[src/rtl/demux_pkg.sv]
// Shared constants and state encodings for the 1:8 demux dispatcher.
package demux_pkg;
  localparam int unsigned N_CH  = 8;
  localparam int unsigned SEL_W = 3;

  typedef enum logic {
    IDLE = 1'b0,
    SEND = 1'b1
  } state_e;

  typedef enum logic {
    MODE_RR    = 1'b0,
    MODE_FIXED = 1'b1
  } mode_e;
endpackage

[src/rtl/demux_rr_pick.sv]
// Wrap-around search for the first enabled channel at or after ptr_i.
module demux_rr_pick
  import demux_pkg::*;
(
  input  logic [SEL_W-1:0] ptr_i,
  input  logic [N_CH-1:0]  chan_en_i,
  output logic [SEL_W-1:0] idx_o,
  output logic             found_o
);

  logic [SEL_W-1:0] cand;

  // Walk offsets from farthest to nearest so the nearest enabled channel wins.
  always_comb begin
    idx_o   = ptr_i;
    found_o = 1'b0;
    cand    = '0;
    for (int unsigned i = N_CH; i > 0; i--) begin
      cand = ptr_i + SEL_W'(i - 1);
      if (chan_en_i[cand]) begin
        idx_o   = cand;
        found_o = 1'b1;
      end
    end
  end

endmodule

[src/rtl/demux_dispatch_ctrl.sv]
// Single-word holding dispatcher: round-robin or fixed steering onto 8 channels,
// with per-word timeout drop and delivery/drop counters.
module demux_dispatch_ctrl
  import demux_pkg::*;
#(
  parameter int unsigned DATA_W  = 8,
  parameter int unsigned TIMEOUT = 16
) (
  input  logic              clk,
  input  logic              rst_n,
  input  logic              in_valid,
  output logic              in_ready,
  input  logic [DATA_W-1:0] in_data,
  input  logic [SEL_W-1:0]  in_sel,
  input  logic              mode,
  input  logic [N_CH-1:0]   chan_en,
  output logic [N_CH-1:0]   out_valid,
  input  logic [N_CH-1:0]   out_ready,
  output logic [DATA_W-1:0] out_data,
  output logic [SEL_W-1:0]  sel,
  output logic              drop,
  output logic [15:0]       deliver_cnt,
  output logic [7:0]        drop_cnt
);

  localparam int unsigned TO_W = $clog2(TIMEOUT + 1);

  state_e            state_q, state_d;
  mode_e             mode_q, mode_d;
  logic [SEL_W-1:0]  ptr_q, ptr_d;
  logic [SEL_W-1:0]  tgt_q, tgt_d;
  logic [DATA_W-1:0] data_q, data_d;
  logic [TO_W-1:0]   to_q, to_d;
  logic              drop_q, drop_d;
  logic [15:0]       dcnt_q, dcnt_d;
  logic [7:0]        pcnt_q, pcnt_d;

  logic             in_send, out_fire, timeout_hit, accept, any_en;
  logic             acc_ok;
  logic [SEL_W-1:0] ptr_nxt, pick_idx, acc_tgt;
  logic             pick_found;

  assign in_send     = (state_q == SEND);
  assign any_en      = |chan_en;
  assign out_valid   = in_send ? ({{(N_CH-1){1'b0}}, 1'b1} << tgt_q) : '0;
  assign out_fire    = |(out_valid & out_ready);
  assign timeout_hit = in_send && !out_fire && (to_q == TO_W'(TIMEOUT - 1));
  assign in_ready    = (!in_send || out_fire) && any_en;
  assign accept      = in_valid && in_ready;

  // The word accepted alongside a handshake must search from the advanced
  // pointer, otherwise back-to-back round-robin would repeat a channel.
  assign ptr_nxt = ((out_fire || timeout_hit) && (mode_q == MODE_RR) && any_en)
                   ? tgt_q + 1'b1 : ptr_q;

  demux_rr_pick u_pick (
    .ptr_i    (ptr_nxt),
    .chan_en_i(chan_en),
    .idx_o    (pick_idx),
    .found_o  (pick_found)
  );

  assign acc_tgt = mode ? in_sel : pick_idx;
  assign acc_ok  = mode ? chan_en[in_sel] : pick_found;

  always_comb begin
    state_d = state_q;
    mode_d  = mode_q;
    ptr_d   = ptr_nxt;
    tgt_d   = tgt_q;
    data_d  = data_q;
    to_d    = to_q;
    drop_d  = 1'b0;
    dcnt_d  = dcnt_q;
    pcnt_d  = pcnt_q;

    if (in_send) begin
      if (out_fire) begin
        dcnt_d  = dcnt_q + 16'd1;
        to_d    = '0;
        state_d = IDLE;
      end else if (timeout_hit) begin
        drop_d  = 1'b1;
        pcnt_d  = (pcnt_q == 8'hFF) ? pcnt_q : pcnt_q + 8'd1;
        to_d    = '0;
        state_d = IDLE;
      end else begin
        to_d = to_q + 1'b1;
      end
    end

    // Accept only happens in IDLE or alongside out_fire, never with a timeout.
    if (accept) begin
      data_d = in_data;
      tgt_d  = acc_tgt;
      mode_d = mode_e'(mode);
      to_d   = '0;
      if (acc_ok) begin
        state_d = SEND;
      end else begin
        drop_d  = 1'b1;
        pcnt_d  = (pcnt_q == 8'hFF) ? pcnt_q : pcnt_q + 8'd1;
        state_d = IDLE;
      end
    end
  end

  always_ff @(posedge clk or negedge rst_n) begin
    if (!rst_n) begin
      state_q <= IDLE;
      mode_q  <= MODE_RR;
      ptr_q   <= '0;
      tgt_q   <= '0;
      data_q  <= '0;
      to_q    <= '0;
      drop_q  <= 1'b0;
      dcnt_q  <= '0;
      pcnt_q  <= '0;
    end else begin
      state_q <= state_d;
      mode_q  <= mode_d;
      ptr_q   <= ptr_d;
      tgt_q   <= tgt_d;
      data_q  <= data_d;
      to_q    <= to_d;
      drop_q  <= drop_d;
      dcnt_q  <= dcnt_d;
      pcnt_q  <= pcnt_d;
    end
  end

  assign out_data    = data_q;
  assign sel         = tgt_q;
  assign drop        = drop_q;
  assign deliver_cnt = dcnt_q;
  assign drop_cnt    = pcnt_q;

endmodule

[config.mk]
export PLATFORM = sky130hd
export DESIGN_NAME = demux_dispatch_ctrl
export DESIGN_NICKNAME = d
export VERILOG_FILES = /design/src/rtl/demux_pkg.sv /design/src/rtl/demux_rr_pick.sv /design/src/rtl/demux_dispatch_ctrl.sv
export SDC_FILE = /design/constraint.sdc
export NUM_CORES = 1
export LEC_CHECK = 0
export CAP_MARGIN = 10
export CORE_MARGIN = 2
export CORE_UTILIZATION = 40
export DETAILED_ROUTE_END_ITERATION = 10
export HOLD_SLACK_MARGIN = 0.05
export PLACE_DENSITY_LB_ADDON = 0.25
export SLEW_MARGIN = 20
export SYNTH_ARGS = -nofsm -noshare
export SYNTH_HDL_FRONTEND = slang
export SYNTH_SLANG_ARGS = --single-unit
[constraint.sdc]
create_clock -name clk -period 5.4 [get_ports clk]
set_input_delay 1.62 -clock clk [delete_from_list [all_inputs] [get_ports clk]]
set_output_delay 1.62 -clock clk [all_outputs]
set_load 0.005 [all_outputs]
==> results_dict.tcl, run 1 <==
set metrics [dict create \
    reg2reg_slack_ps 1250 \
    clock_sinks 46 \
    fin_skew_ps 6.23 \
    min_to "deliver_cnt[15]$_DFFE_PN0P_" \
    hold_violations 0 \
    yosys.cell_count.top_type "dfrtp_1" \
    avgSynthCellArea_sq_um 9.84 \
    wl_per_cell_microns 16.8 \
    fin_setup_tns_ps 0 \
    crit_chain "clkdlybuf4s50_1 > or4_1 > o21bai_2 > o22a_4 > mux2i_1 > inv_1 > ha_1 > mux2i_1 > mux2_2 > and4b_1 > nor4b_4 > a2bb2oi_4 > nand4_1 > mux2_2" \
    path_max_fanout 6 \
    antenna_left 0 \
    drc_errors 0 \
    maxCapViolations 0 \
    grt.total_usage 0.196 \
    wl_met2_microns 4630 \
    syn2layout_area_growth_pct 31.0 \
    initial_core_util 0.416 \
    grt-ovfl-total 0 \
    hold_path_class "flop to flop" \
    syn_inst 349 \
    drive_gt1_frac 0.169 \
    port_buffers 75 \
    yosysWarningCount 0 \
    multi_input_area_sq_um 2120 \
    hold-path-cell-count 1 \
    io_pins 76 \
    routed_wl_microns 9160 \
    clkTransAtPathRegs_ps 90 \
    core_area_sq_um 8260 \
    path_class "primary input to flop" \
    finalWeightedCongestion 0.913 \
    whs_ps 472 \
    cts_htree_levels 2 \
    layout.nets 479 \
    power.total_mw 2.84 \
    ir_drop_mv 0.466 \
    syn_area_sq_um 3430 \
    diodes 0 \
    yosysSeqAreaShare 0.335 \
    finalWorstSetupSlack_ps 245 \
    dp_hpwl_microns 7040 \
    clock_latency_ps 290 \
    nFillCells 804 \
    std_cell_rows 33 \
    cts_tree "built" \
    place_ws_ps -135 \
    ys_types 64 \
    dieArea_sq_um 9340 \
    final_max_slew_viol_count 0 \
    vias_per_cell 5.61 \
    p_per_area_nw_per_um2 630 \
    crit_path_start "chan_en[1]" \
    r2r_start "sel[0]$_DFFE_PN0P_" \
    vias 3051 \
    synth_nets 390 \
    fin_crit_sh 0.955 \
    r2r_end "drop_cnt[7]$_DFF_PN0_" \
    crit_buf_inv 2 \
    regArea_sq_um 1150 \
    timing.fmax_mhz 194 \
    critPathArrivalTime_ps 5340 \
    synth_edf_count 0 \
    grt_antenna_before_repair 0 \
    synth_area_leaders "dfrtp_1 34%, mux2i_1 7.3%, mux2_2 6.2%, xnor2_1 5.4%, mux4_2 5.2%" \
    grt_start_max_net_pins 47 \
    ff2ff_path_depth 15 \
    setup_viol 0 \
    numCtsBuffers 5 \
    dr.pass1.iters 4 \
    ys_top_cells_by_count "46 x dfrtp_1, 28 x nand2_1, 25 x mux2i_1, 21 x xnor2_1, 19 x mux2_2" \
    top_layer_used "met4" \
    status "completed" \
    routedLengthMet1_microns 4140 \
    critical_path_required_ps 5580 \
    die_h_microns 96.7 \
    cts-hold-fix-buffers 0 \
    max_stage_delay_ps 610 \
    worst_pin_slew_ps 579 \
    grt_pass1_vias 2955 \
    min_from "deliver_cnt[15]$_DFFE_PN0P_" \
    end_kind "flop" \
    p_leak_nw 1.92 \
    cpMaxStageDelayCell "or4_1" \
    yosys.area.top_type_share 0.335 \
    grt_first_pass_wirelength_microns 15200 \
    fp.dieW_microns 96.7 \
    cp_top_family "simple AND/OR/NAND/NOR gates" \
    max_slew_margin 0.614 \
    async_flop_share 1.00 \
    worstSetupStartpointType "primary input" \
    clockBufferDepth 2 \
    drt_iter0_markers 92 \
    post-route-min-period_ps 5160 \
    met3_length_microns 353 \
    cts-root-buf "clkbuf_8" \
    yosys.area.top_type "dfrtp_1" \
    dominantRegCellSynth "dfrtp_1" \
    ys_ff_latch 46 \
]
==> sequential cells by signal (all words and copies together), names as in the netlist <==
name and cells:
deliver_cnt 16, drop_cnt 8, out_data 8, to_q 5, ptr_q 3, sel 3, drop 1, in_send 1
mode_q 1
==> how the worst max path moves through the flow <==
stage                            end  cells after the start
4_1_cts        drop_cnt[3]$_DFF_PN0_                     15
6_report       drop_cnt[7]$_DFF_PN0_                     14
3_5_place_dp   drop_cnt[3]$_DFF_PN0_                     15
5_1_grt        drop_cnt[7]$_DFF_PN0_                     14
3_3_place_gp   drop_cnt[7]$_DFF_PN0_                     14
2_1_floorplan  drop_cnt[1]$_DFF_PN0_                     16
==> cell families (layout without fill, tap and decap cells) <==
family                     Yosys count  count (layout)  share of synthesized area
and+or+nand+nor                    109             109                      0.169
adders and majority gates           10              10                     0.0364
DFF                                 46              46                      0.335
muxes                               54              54                      0.196
AOI/OAI and AO/OA                   69              69                      0.145
xor gates and xnor gates            25              25                     0.0659
buffers and inverters               36             126                     0.0525
==> what timing repair did <==
| item | in CTS | in global routing |
|---|---|---|
| endpoints found under the setup margin | 0 | 6 |
| buffers inserted | 0 | 0 |
| gates resized for setup | 0 | 2 |
==> placed cells by master, fill, tap and decap left out, types with 16 or more instances in the layout <==
cell type	instances
buf_4	26
clkdlybuf4s50_1	74
dfrtp_1	46
inv_1	16
mux2_2	19
mux2i_1	25
nand2_1	28
nand3_1	16
nor2_1	18
xnor2_1	21
==> worst register-to-register path, cell delays in order (launching register included) <==
cell       delay, ps
dfrtp_1          510
ha_1             280
ha_1             190
a22o_1           260
a211oi_2         250
o22a_4           200
mux2i_1          220
inv_1             90
ha_1             420
mux2i_1          250
mux2_2           200
and4b_1          210
nor4b_4          300
a2bb2oi_4        240
nand4_1          130
mux2_2           290
==> report_power, final <==
| group | internal (mW) | switching (mW) |
|---|---|---|
| Clock | 0.0917 | 0.120 |
| Combinational | 1.01 | 1.02 |
| Sequential | 0.451 | 0.144 |
==> area by class of cell <==
cell class / count / area share
clock buffers: 6 / 0.0161
clock inverters: 2 / 0.00306
inverters: 18 / 0.0161
multi-input cells: 267 / 0.472
flip-flops and latches: 46 / 0.256
well taps: 105 / 0.0292
repair buffers: 100 / 0.208
==> metrics by stage <==
stage,std cells,util,cell area (sq um)
after floorplan,349,-,3430
after global placement,536,0.532,4390
after detailed placement,536,0.532,4390
after CTS,544,0.542,4480
after global routing,544,0.545,4500
final,544,0.545,4500
==> per-layer routing <==
metal  GRT usage  vias to the layer above
li1            -                     1458
met1       0.262                     1512
met2       0.343                       77
met3      0.0275                        4
met4      0.0303                        0
met5           0                        -
No activity file was read; power rests on OpenSTA's default activity.
==> inputs of run 2 (changes only) <==
Settings changed: CAP_MARGIN 10 to 30, SETUP_SLACK_MARGIN set to 0.1.
==> run 2 against run 1 <==
  * Clock skew rose by 3.9 ps
  * Largest power group unchanged
  * First-iteration DRC count is 4.3% lower
  * Fmax grew 1.7%
  * Critical path type is now primary input to output port
  * Via count decreased by 0.49%
  * Sequential power hardly changed
  * Combinational power about the same
==> results_dict.tcl, run 2 (synthesis results as in run 1) <==
set metrics [dict create \
    layout.cells.non_filler 546 \
    clock_latency_ps 290 \
    die_h_microns 96.7 \
    status "completed" \
    io_pins 76 \
    rsz0062_at_grt "false" \
    layout.nets 481 \
    antenna_left 0 \
    grt-ovfl-total 0 \
    drc_errors 0 \
    diodes 0 \
    grt_antenna_before_repair 0 \
    mostFrequentLayoutCells "74 x clkdlybuf4s50_1, 46 x dfrtp_1, 28 x nand2_1" \
    critPathArrivalTime_ps 3450 \
    dpl.cell_count 537 \
    end_kind "output port" \
    fin_setup_tns_ps 0 \
    vias_per_cell 5.56 \
    drt_iter0_markers 88 \
    drive_gt1_frac 0.177 \
    cts_htree_levels 2 \
    std_cell_rows 33 \
    core_area_sq_um 8260 \
    cp_common_cell "clkdlybuf4s50_1" \
    dr.pass1.iters 4 \
    p_leak_nw 1.94 \
    cpMaxStageDelayCell "clkdlybuf4s50_1" \
    dieArea_sq_um 9340 \
    crit_buf_inv 2 \
    max_slew_margin 0.555 \
    final_max_slew_viol_count 0 \
    cts_tree "built" \
    grt_first_pass_wirelength_microns 15200 \
    path_class "primary input to output port" \
    port_buffers 75 \
    cts-root-buf "clkbuf_8" \
    vias 3036 \
    largest_register_ffs 16 \
    worst_pin_slew_ps 668 \
    post-route-min-period_ps 5070 \
    maxCapViolations 0 \
    clkTransAtPathRegs_ps 80 \
    grt.total_usage 0.195 \
    routed_wl_microns 8990 \
    initial_core_util 0.416 \
    layout_commonest_cell "clkdlybuf4s50_1" \
    dp_hpwl_microns 7120 \
    grt_start_max_net_pins 28 \
    critical_path_required_ps 3780 \
    path_max_fanout 3 \
    clockBufferDepth 2 \
    place_ws_ps -118 \
    hold_violations 0 \
    crit_chain "clkdlybuf4s50_1 > mux2i_1 > o22a_1 > o21a_1 > a2bb2oi_1 > clkdlybuf4s50_1" \
    timing.fmax_mhz 197 \
    p_per_area_nw_per_um2 620 \
    numCtsBuffers 5 \
    finalWeightedCongestion 0.913 \
    hold_path_class "flop to flop" \
    syn2layout_area_growth_pct 32.2 \
    fin_skew_ps 10.2 \
    setup_viol 0 \
    power.total_mw 2.82 \
    finalWorstSetupSlack_ps 329 \
    max_stage_delay_ps 570 \
    ir_drop_mv 0.453 \
    wl_per_cell_microns 16.5 \
    grt_pass1_vias 3003 \
    worstSetupStartpointType "primary input" \
    fp.dieW_microns 96.7 \
    cp_top_family "buffers and inverters" \
    clock_sinks 46 \
    fin_crit_sh 0.939 \
    whs_ps 471 \
]
-- run 2: cell count changes in the layout (fill, tap and decap cells not counted), sizes merged --
cell / delta
buf: +2
-- run 2: power breakdown --
part	internal, mW	total, mW	switching [mW]	leakage, nW
sequential	0.451	0.595	0.144	0.587
combinational	1.01	2.01	0.999	1.31
clock	0.0916	0.209	0.117	0.0452
-- run 2: path summary, 6_finish.rpt --
kind                            slack (ps)                          end  cells after the start                   startpoint
worst max-delay path                   330                     in_ready                      6                 out_ready[6]
worst min-delay path                   470  deliver_cnt[15]$_DFFE_PN0P_                      1  deliver_cnt[15]$_DFFE_PN0P_
worst max register to register        1340        drop_cnt[3]$_DFF_PN0_                     16           sel[0]$_DFFE_PN0P_
worst min register to register         470  deliver_cnt[15]$_DFFE_PN0P_                      1  deliver_cnt[15]$_DFFE_PN0P_
max in group asynchronous             3510        drop_cnt[6]$_DFF_PN0_                      2                        rst_n
min in group asynchronous             1350   deliver_cnt[0]$_DFFE_PN0P_                      1                        rst_n
-- run 2: through the flow --
step | area [sq um] | util
after global routing | 4540 | 0.550
after CTS | 4510 | 0.546
after global placement | 4390 | 0.532
after detailed placement | 4420 | 0.535
after floorplan | 3430 | -
final | 4540 | 0.550
-- run 2: what timing repair did --
item,CTS,global route
setup buffers,0,1
gates resized for setup,0,4
setup endpoints to repair,0,8
hold buffers,0,0
-- run 2: metal layers --
metal,part of all wire,up-vias,GRT usage
li1,-,1460,-
met1,0.45,1506,0.264
met2,0.50,66,0.340
met3,0.045,4,0.0238
met4,0.0043,0,0.0303
met5,0,-,0
-- run 2: layout make-up --
class | instances | area, sq um
timing repair buffer | 102 | 968
multi-input combinational | 267 | 2130
fill | 782 | 3720
clock buffer | 6 | 72.6
clock inverter | 2 | 13.8
sequential | 46 | 1150
tap | 105 | 131
inverter | 18 | 72.6
==> inputs of run 3 (changes only) <==
Settings changed: MAX_ROUTING_LAYER set to met4.
==> run 3 against run 2 <==
  * Sequential share of layout area hardly changed
  * Sequential cell count stayed put
  * Core utilization hardly changed
  * Clock power is 24% higher
  * Die area stayed put
  * Fmax is 1.0% lower
  * Non-clock buffer count is 2 lower
  * Combinational power hardly changed
  * Sequential power hardly changed
  * Worst setup slack worse by 53 ps
  * Critical path depth is 9 higher
  * Worst hold slack better by 25 ps
  * Highest routed layer unchanged
==> results_dict.tcl, run 3 (synthesis results as in run 1) <==
set metrics [dict create \
    wl_per_cell_microns 16.7 \
    dr.pass1.iters 4 \
    syn2layout_area_growth_pct 32.2 \
    p_per_area_nw_per_um2 635 \
    status "completed" \
    drc_errors 0 \
    cts_tree "built" \
    crit_path_start "chan_en[3]" \
    cp_common_cell "mux2_2" \
    end_kind "flop" \
    fp.dieW_microns 96.7 \
    routed_wl_microns 9110 \
    p_leak_nw 1.93 \
    core_area_sq_um 8260 \
    grt_pass1_vias 2965 \
    hold_path_class "flop to flop" \
    drive_gt1_frac 0.175 \
    cp_top_family "simple AND/OR/NAND/NOR gates" \
    place_ws_ps -91.4 \
    path_class "primary input to flop" \
    port_buffers 75 \
    grt_antenna_before_repair 0 \
    final_util 0.550 \
    diodes 0 \
    numCtsBuffers 5 \
    clock_sinks 46 \
    hold_violations 0 \
    layout_commonest_cell "clkdlybuf4s50_1" \
    dp_hpwl_microns 7070 \
    path_max_fanout 8 \
    initial_core_util 0.416 \
    post-route-min-period_ps 5120 \
    io_pins 76 \
    reg2reg_slack_ps 1220 \
    multi_input_area_sq_um 2120 \
    grt_start_max_net_pins 25 \
    crit_buf_inv 3 \
    critical_path_required_ps 5580 \
    layout.nets 479 \
    drt_iter0_markers 114 \
    std_cell_rows 33 \
    grt.total_usage 0.198 \
    worstSetupStartpointType "primary input" \
    ir_drop_mv 0.364 \
    r2r_start "sel[0]$_DFFE_PN0P_" \
    largest_register_ffs 16 \
    cts-hold-fix-buffers 0 \
    rsz0062_at_grt "false" \
    cp_num_cells 15 \
    cts-resized-gates 0 \
    die_h_microns 96.7 \
    timing.fmax_mhz 195 \
    antenna_left 0 \
    regArea_sq_um 1150 \
    worst_pin_slew_ps 602 \
    finalWeightedCongestion 0.898 \
    cts_htree_levels 2 \
    cpMaxStageDelayCell "or4_4" \
    clkTransAtPathRegs_ps 90 \
    max_slew_margin 0.598 \
    critPathArrivalTime_ps 5310 \
    vias_per_cell 5.53 \
    crit_chain "clkdlybuf4s50_1 > or4_4 > o21bai_2 > o22a_4 > mux2i_1 > inv_1 > ha_2 > mux2i_2 > mux2_2 > and4b_1 > nor4b_4 > a2bb2oi_2 > buf_4 > nand4_1 > mux2_2" \
    r2r_end "drop_cnt[7]$_DFF_PN0_" \
    maxCapViolations 0 \
    mostFrequentLayoutCells "74 x clkdlybuf4s50_1, 46 x dfrtp_1, 28 x nand2_1" \
    cts_setup_buffers 0 \
    max_stage_delay_ps 560 \
    vias 3011 \
    finalWorstSetupSlack_ps 276 \
    nFillCells 782 \
    grt-ovfl-total 0 \
    endpoint "drop_cnt[7]$_DFF_PN0_" \
    fin_crit_sh 0.949 \
    setup_viol 0 \
    fin_setup_tns_ps 0 \
    ff2ff_path_depth 16 \
    dieArea_sq_um 9340 \
    fin_skew_ps 6.52 \
    final_max_slew_viol_count 0 \
    clock_latency_ps 290 \
    grt_first_pass_wirelength_microns 15000 \
    clockBufferDepth 2 \
    cts-root-buf "clkbuf_8" \
    whs_ps 496 \
]
## run 3: worst register-to-register path, delay by kind of cell, from the launching register on
family | cells | cell delay, ps
mux | 4 | 960
compound gates | 4 | 910
fa+ha+maj | 3 | 870
simple gates | 3 | 550
flops | 1 | 510
buf+inv | 2 | 250
## run 3: worst min path at each step
stage / start / cells after the start / end
floorplan: mode_q$_DFFE_PN0P_ / 2 / mode_q$_DFFE_PN0P_
global placement: deliver_cnt[15]$_DFFE_PN0P_ / 1 / deliver_cnt[15]$_DFFE_PN0P_
detailed placement: deliver_cnt[15]$_DFFE_PN0P_ / 1 / deliver_cnt[15]$_DFFE_PN0P_
CTS: deliver_cnt[15]$_DFFE_PN0P_ / 1 / deliver_cnt[15]$_DFFE_PN0P_
global route: deliver_cnt[5]$_DFFE_PN0P_ / 1 / deliver_cnt[5]$_DFFE_PN0P_
finish: deliver_cnt[15]$_DFFE_PN0P_ / 1 / deliver_cnt[15]$_DFFE_PN0P_
## run 3: metrics by stage
stage	power, mW	instance area, sq um	instances
2_1_floorplan	1.94	3430	349
3_3_place_gp	2.57	4380	535
3_5_place_dp	2.59	4410	536
4_1_cts	2.85	4520	544
5_1_grt	3.11	4540	544
6_report	2.88	4540	544
## run 3: cell type report
type / count / area share
timing repair buffer: 100 / 0.210
multi-input combinational: 267 / 0.467
tap: 105 / 0.0289
clock inverter: 2 / 0.00827
inverter: 18 / 0.0160
sequential: 46 / 0.254
clock buffer: 6 / 0.0160
## run 3: power breakdown
group	internal, mW	total, mW	switching (mW)
Combinational	1.01	2.03	1.01
Clock	0.138	0.260	0.121
Sequential	0.451	0.595	0.144
## run 3: per-layer routing
metal	GRT usage	vias to the layer above	part of all wire
met5	-	-	0
met4	0.0303	0	0.0085
met3	0.0253	8	0.040
met2	0.333	70	0.50
met1	0.263	1479	0.45
li1	-	1454	-
